$ cat src/rtl/t05_cb_decoder.sv
`timescale 1ns/1ps
// Huffman tree-walk decoder: walks HTREE nodes from the root, one bitstream bit per step.
// Each leaf is emitted on a valid/ready port and the walk restarts at the root.
// The decoder stops after total_chars characters; an empty child or depth overflow is a sticky error.
module t05_cb_decoder #(
    parameter int CNT_W = 16
) (
    input  logic             clk,
    input  logic             nrst,
    input  logic             start,
    input  logic [6:0]       max_index,
    input  logic [CNT_W-1:0] total_chars,
    output logic             fetch_req,
    output logic [6:0]       fetch_index,
    input  logic             fetch_valid,
    input  logic [70:0]      h_element,
    input  logic             bit_valid,
    input  logic             bit_in,
    output logic             bit_ready,
    output logic             char_valid,
    output logic [7:0]       char_out,
    input  logic             char_ready,
    output logic [CNT_W-1:0] char_count,
    output logic [6:0]       depth,
    output logic [3:0]       finished,
    output logic             error
);
    localparam logic [2:0] S_IDLE     = 3'd0;
    localparam logic [2:0] S_FETCH    = 3'd1;
    localparam logic [2:0] S_WAIT_BIT = 3'd2;
    localparam logic [2:0] S_EMIT     = 3'd3;
    localparam logic [2:0] S_DONE     = 3'd4;
    localparam logic [2:0] S_ERROR    = 3'd5;

    localparam logic [8:0] CHILD_EMPTY = 9'h180;
    localparam logic [6:0] DEPTH_MAX   = 7'd127;

    logic [2:0]       state_q, state_d;
    logic [6:0]       fetch_index_q, fetch_index_d;
    logic [6:0]       root_q, root_d;
    logic [6:0]       depth_q, depth_d;
    logic [CNT_W-1:0] count_q, count_d;
    logic [CNT_W-1:0] total_q, total_d;
    logic [8:0]       least1_q, least1_d;
    logic [8:0]       least2_q, least2_d;
    logic [7:0]       char_q, char_d;

    logic [8:0]       child;
    logic [CNT_W-1:0] count_inc;
    logic             elem_unused;

    assign child       = bit_in ? least2_q : least1_q;
    assign count_inc   = count_q + CNT_W'(1);
    assign elem_unused = ^{h_element[70:64], h_element[45:0]};

    always_comb begin
        state_d       = state_q;
        fetch_index_d = fetch_index_q;
        root_d        = root_q;
        depth_d       = depth_q;
        count_d       = count_q;
        total_d       = total_q;
        least1_d      = least1_q;
        least2_d      = least2_q;
        char_d        = char_q;
        case (state_q)
            S_IDLE, S_DONE: begin
                // Root and length are captured here so later input changes cannot disturb a walk.
                if (start) begin
                    count_d       = '0;
                    depth_d       = '0;
                    fetch_index_d = max_index;
                    root_d        = max_index;
                    total_d       = total_chars;
                    state_d       = (total_chars == '0) ? S_DONE : S_FETCH;
                end
            end
            S_FETCH: begin
                if (fetch_valid) begin
                    least1_d = h_element[63:55];
                    least2_d = h_element[54:46];
                    state_d  = S_WAIT_BIT;
                end
            end
            S_WAIT_BIT: begin
                if (bit_valid) begin
                    if (child == CHILD_EMPTY) begin
                        state_d = S_ERROR;
                    end else if (child[8]) begin
                        if (depth_q == DEPTH_MAX) begin
                            state_d = S_ERROR;
                        end else begin
                            fetch_index_d = child[6:0];
                            depth_d       = depth_q + 7'd1;
                            state_d       = S_FETCH;
                        end
                    end else begin
                        char_d  = child[7:0];
                        state_d = S_EMIT;
                    end
                end
            end
            S_EMIT: begin
                if (char_ready) begin
                    count_d = count_inc;
                    depth_d = '0;
                    if (count_inc == total_q) begin
                        state_d = S_DONE;
                    end else begin
                        fetch_index_d = root_q;
                        state_d       = S_FETCH;
                    end
                end
            end
            S_ERROR: state_d = S_ERROR;
            default: state_d = S_IDLE;
        endcase
    end

    always_ff @(posedge clk or negedge nrst) begin
        if (!nrst) begin
            state_q       <= S_IDLE;
            fetch_index_q <= '0;
            root_q        <= '0;
            depth_q       <= '0;
            count_q       <= '0;
            total_q       <= '0;
            least1_q      <= '0;
            least2_q      <= '0;
            char_q        <= '0;
        end else begin
            state_q       <= state_d;
            fetch_index_q <= fetch_index_d;
            root_q        <= root_d;
            depth_q       <= depth_d;
            count_q       <= count_d;
            total_q       <= total_d;
            least1_q      <= least1_d;
            least2_q      <= least2_d;
            char_q        <= char_d;
        end
    end

    assign fetch_req   = (state_q == S_FETCH);
    assign fetch_index = fetch_index_q;
    assign bit_ready   = (state_q == S_WAIT_BIT);
    assign char_valid  = (state_q == S_EMIT);
    assign char_out    = char_q;
    assign char_count  = count_q;
    assign depth       = depth_q;
    assign finished    = (state_q == S_DONE) ? 4'b0101 : 4'b0000;
    assign error       = (state_q == S_ERROR);
endmodule

$ cat config.mk
export PLATFORM = sky130hd
export DESIGN_NAME = t05_cb_decoder
export DESIGN_NICKNAME = d
export VERILOG_FILES = /design/src/rtl/t05_cb_decoder.sv
export SDC_FILE = /design/constraint.sdc
export NUM_CORES = 1
export LEC_CHECK = 0
export CAP_MARGIN = 20
export CORE_MARGIN = 10
export CORE_UTILIZATION = 55
export CTS_CLUSTER_SIZE = 14
export DETAILED_ROUTE_END_ITERATION = 12
export DONT_BUFFER_PORTS = 1
export PLACE_DENSITY = 0.7
export SYNTH_ARGS = -nofsm -noshare
export SYNTH_HDL_FRONTEND = slang
export SYNTH_SLANG_ARGS = --single-unit
$ cat constraint.sdc
create_clock -name clk -period 3.4 [get_ports clk]
set_clock_uncertainty 0.2 [all_clocks]
set_input_delay 0.68 -clock clk [delete_from_list [all_inputs] [get_ports clk]]
set_output_delay 0.68 -clock clk [all_outputs]
set_load 0.02 [all_outputs]
; Word-level counts from Yosys, hierarchy flattened
; Cells that the tools add are included.
[totals]
ff_bits = 82
latchBits = 0
ramBits = 0
rom_bits = 0
in_bits = 101
out_inout_bits = 46
memories = 0
[classes]
n_addsub = 2
mul = 0
div_mod_pow = 0
n_lt_le_gt_ge = 0
n_eq_ne = 16
n_shift = 0
mux = 30
bitwise = 2
n_reduce_logical = 12
[ops]
columns = op, n
row1 = $mux W7, 13
row2 = $pmux W7 S3, 2
row3 = $mux W16, 2
row4 = $pmux W16 S2, 1
row5 = $mux W3, 10
row6 = $add A16 B1 Y16 const B, 1
row7 = $eq A16 B16 Y1, 1
row8 = $logic_not A16 Y1, 1
row9 = $pmux W3 S5, 1
row10 = $ne A2 B2 Y1 const B, 5
row11 = $eq A9 B9 Y1 const B, 1
row12 = $mux W9, 1
row13 = $reduce_and A4 Y1, 2
row14 = $reduce_and A8 Y1, 1
row15 = $add A7 B1 Y7 const B, 1
row16 = $eq A7 B7 Y1 const B, 1
row17 = $reduce_and A7 Y1, 1
row18 = $eq A3 B2 Y1 const B, 2
row19 = $eq A3 B3 Y1 const B, 2
row20 = $ne A2 B1 Y1 const B, 3
row21 = $reduce_and A2 Y1, 2
row22 = $eq A3 B1 Y1 const B, 1
row23 = $logic_not A3 Y1, 1
row24 = $reduce_and A3 Y1, 1
row25 = 4 further kinds, 5

; Depth between registers and ports, before layout
[logic_depth]
ltp_word = 6
ltp_mapped = 10
mapped_depth_nobuf = 8

; Least setup slack after synthesis
; No wires, ideal clock.
[synth_path]
kind = register to register
start = register count_q[0] (netlist: char_count[0])
end = register fetch_index_q[0] (netlist: fetch_index[0])
setup_ps = 125
t_arrival_ps = 2733
slack_ps = 342
path_stages_with_launch = 11
path_buffers = 2
period_less_slack_ps = 3058
path_cell_list = dfrtp_1 > ha_1 > clkbuf_2 > nand4_1 > nor3_1 > nor3b_1 > a2111o_1 > nor4_2 > a31o_2 > buf_6 > mux2_2
[synth_via]
elab_chain_len = 4
[synth_rtl]
columns = element, line
row1 = from (decl), 42  ; logic [CNT_W-1:0] count_q, count_d;
row2 = from (signal assigned), 136  ; count_q <= count_d;
row3 = $add A16 B1 Y16, 53  ; assign count_inc = count_q + CNT_W'(1);
row4 = $eq A16 B16 Y1, 107  ; if (count_inc == total_q) begin
row5 = $ne A2 B2 Y1 (no source line), --
row6 = $reduce_and A8 Y1 (no source line), --
row7 = to (signal assigned), 133  ; fetch_index_q <= fetch_index_d;
row8 = to (decl), 39  ; logic [6:0] fetch_index_q, fetch_index_d;
; No other way between the ends.
; A chain may end at the register's enable or synchronous reset.

; Worst setup path after layout
[layout_path]
start = register count_q[0] (netlist: char_count[0])
end = register fetch_index_q[1] (netlist: fetch_index[1])
; The elaborated chain is that of the path after synthesis.

==> flow_metrics.env <==
export IMPL_grt_pass1_vias=3326
export IMPL_gp_congestion=0.900
export IMPL_synth_top_cell_by_area="dfrtp_1"
export IMPL_htree_num_levels=3
export IMPL_setup_viol=0
export IMPL_place_hpwl_mm=8.02
export IMPL_dr_pass1_iters=5
export IMPL_ys_warn_count=0
export IMPL_areaGrowthSynthToFinish_pct=10.2
export IMPL_final_common_cell="dfrtp_1"
export IMPL_worstPathRequired_ps=3430
export IMPL_fin_cells=547
export IMPL_avgSynthCellArea_um2=10.1
export IMPL_power_density_nw_per_um2=842
export IMPL_critPathKind="flop to flop"
export IMPL_start_kind="flop"
export IMPL_clock_latency_ps=350
export IMPL_switchingPower_mw=1.60
export IMPL_nFillCells=660
export IMPL_clockPowerShare_pct=18.5
export IMPL_p_int_mw=2.41
export IMPL_endpoint_kind="flop"
export IMPL_ant_nets=0
export IMPL_yosysUniqueCellTypes=55
export IMPL_synth_seq_area_share_pct=47.5
export IMPL_cts_path_max_buffers=2
export IMPL_vdd_ir_drop_max_mv=0.535
export IMPL_crit_fanout=7
export IMPL_cts_tree="built"
export IMPL_clock_sinks=82
export IMPL_core_area_um2=7690
export IMPL_drive_above_1_share_pct=22.7
export IMPL_drc=0
export IMPL_hold_violations=0
export IMPL_ys_flop_type="dfrtp_1"
export IMPL_fin_setup_tns_ps=0
export IMPL_status="finished, final reports clean"
export IMPL_num_vias=3300
export IMPL_routed_wirelength_mm=10.9
export IMPL_fmax_mhz=316
export IMPL_num_rows=32
export IMPL_p_comb_share_pct=37.3
export IMPL_grt_pass1_wl_mm=17.3
export IMPL_layout_common_cells="dfrtp_1, nand2_1, mux2_2"
export IMPL_clock_root_buffer="clkbuf_8"
export IMPL_wl_per_cell_um=19.9
export IMPL_min_path_type="input pin to asynchronous set/reset pin"
export IMPL_slew_headroom_pct=42.5
export IMPL_grt_max_degree=83
export IMPL_pin_count=147
export IMPL_period_share_pct=93.1
export IMPL_start_util_pct=56.2
export IMPL_maxSlewViolCount=0
export IMPL_period_minus_slack_ps=3170
export IMPL_seqPwrFrac_pct=44.2
export IMPL_synth_area_um2=4320
export IMPL_dp_slack_ps=215
export IMPL_antenna_found_initial=0
export IMPL_rsz0062_at_grt="false"
export IMPL_drv_cap=0
export IMPL_n_antenna_cell=0
export IMPL_cts_buffers=9
export IMPL_die_y_um=109
export IMPL_viasPerCell=6.03
export IMPL_die_width_um=109
export IMPL_p_sw_share_pct=39.9
export IMPL_worst_pin_slew_ps=860
export IMPL_dp_cells=530
export IMPL_setup_ws_ps=234
export IMPL_cp_arrival_ps=3200
export IMPL_utilization_pct=61.9
export IMPL_grt_remaining_overflow=0
export IMPL_numPortBuffers=0
export IMPL_synth_edff_count=0
export IMPL_drt_iter0_drc=197
export IMPL_async_reset_ff_share_pct=100
export IMPL_yosys_register_bits=82
export IMPL_nets=543
export IMPL_power_leakage_nw=2.01
export IMPL_clk_pin_slew_ps=90
export IMPL_globalRouteTotalUtil_pct=18.6
export IMPL_synth_area_leaders="dfrtp_1, mux2_2, o21ai_0"
export IMPL_design_die_area_um2=11800
export IMPL_synthCells=426
export IMPL_synth_top_cell_area_share_pct=47.5
[sequential cells by signal, indices dropped and copies added, names as in the netlist]
register     count
char_out         8
root_q           7
fetch_index      7
total_q         16
least2_q         9
least1_q         9
state_q          3
char_count      16
depth            7
[through the flow]
step / power (mW) / hold WS (ps) / instance area, um2
finish: 4.01 / 1.32 / 4760
global route: 4.28 / 41.7 / 4760
CTS: 4.03 / 29.6 / 4760
detailed placement: 3.26 / 189 / 4520
global placement: 3.19 / 189 / 4520
floorplan: 2.86 / 184 / 4320
[power by group through the flow]
stage	sequential, mW	combinational, mW	clock (mW)
6_report	1.77	1.50	0.741
2_1_floorplan	1.68	1.18	0
3_3_place_gp	1.77	1.42	0
3_5_place_dp	1.79	1.47	0
4_1_cts	1.77	1.50	0.762
5_1_grt	1.82	1.66	0.798
[Yosys cell counts, drive strengths merged, types with 3 or more instances]
cell type   n
nor3        7
o21ai      46
nand3      14
clkbuf     12
a22o        3
mux2       49
buf        12
nor2       25
a31oi       3
mux2i      10
nand2b      4
nand4       7
inv         4
nor4        9
or3         3
and2        3
nand2      49
xnor2      10
a21oi      17
a21o        5
dfrtp      82
o31ai       7
xor2       11
[layout make-up]
cell class	instances	area, um2	share of cell area [%]
clock inverters	7	83.8	1.76
flip-flops and latches	82	2050	43.1
inverters	4	15.0	0.315
well taps	102	128	2.68
clock buffers	9	124	2.60
multi-input cells	317	2140	45.0
repair buffers	26	215	4.52
[layer usage]
layer	vias to the layer above	GRT usage, %	routed length (um)
li1	1568	-	-
met1	1609	20.9	4220
met2	105	31.4	5370
met3	18	7.43	1040
met4	0	6.59	228
met5	-	0	0
[kinds of logic after synthesis]
logic type	after synthesis	share of synthesized area, %
simple gates	135	15.7
other cells	1	0.0868
flops	82	47.5
mux	59	15.1
compound gates	98	13.7
fa+ha+maj	2	0.579
buf+inv	28	3.13
xor+xnor	21	4.26
[final timing paths]
check,slack (ps),cells after the start,start,end
max,230,8,char_count[0]$_DFFE_PN0P_,fetch_index[1]$_DFFE_PN0P_
min,1,1,nrst,depth[3]$_DFFE_PN0P_
max reg2reg,230,8,char_count[0]$_DFFE_PN0P_,fetch_index[1]$_DFFE_PN0P_
min reg2reg,320,1,root_q[2]$_DFFE_PN0P_,root_q[2]$_DFFE_PN0P_
max in group asynchronous,2630,1,nrst,total_q[9]$_DFFE_PN0P_
min in group clk,260,2,total_chars[6],total_q[6]$_DFFE_PN0P_
[critical path, stage by stage, from the launching register on]
cell      delay, ps
dfrtp_1         510
ha_1            220
nand4_1         210
nor3_1          320
nor3b_1         100
a2111o_1        420
nor4_2          360
a31o_2          340
mux2_2          360
[what timing repair did]
| item | CTS | global route |
|---|---|---|
| hold endpoints to repair | 82 | 0 |
| hold buffers | 1 | 0 |
| gates resized for setup | 0 | 1 |
| endpoints found under the setup margin | 0 | 7 |
| buffers inserted | 0 | 0 |
Note: power is estimated with default switching activity, not from simulation.
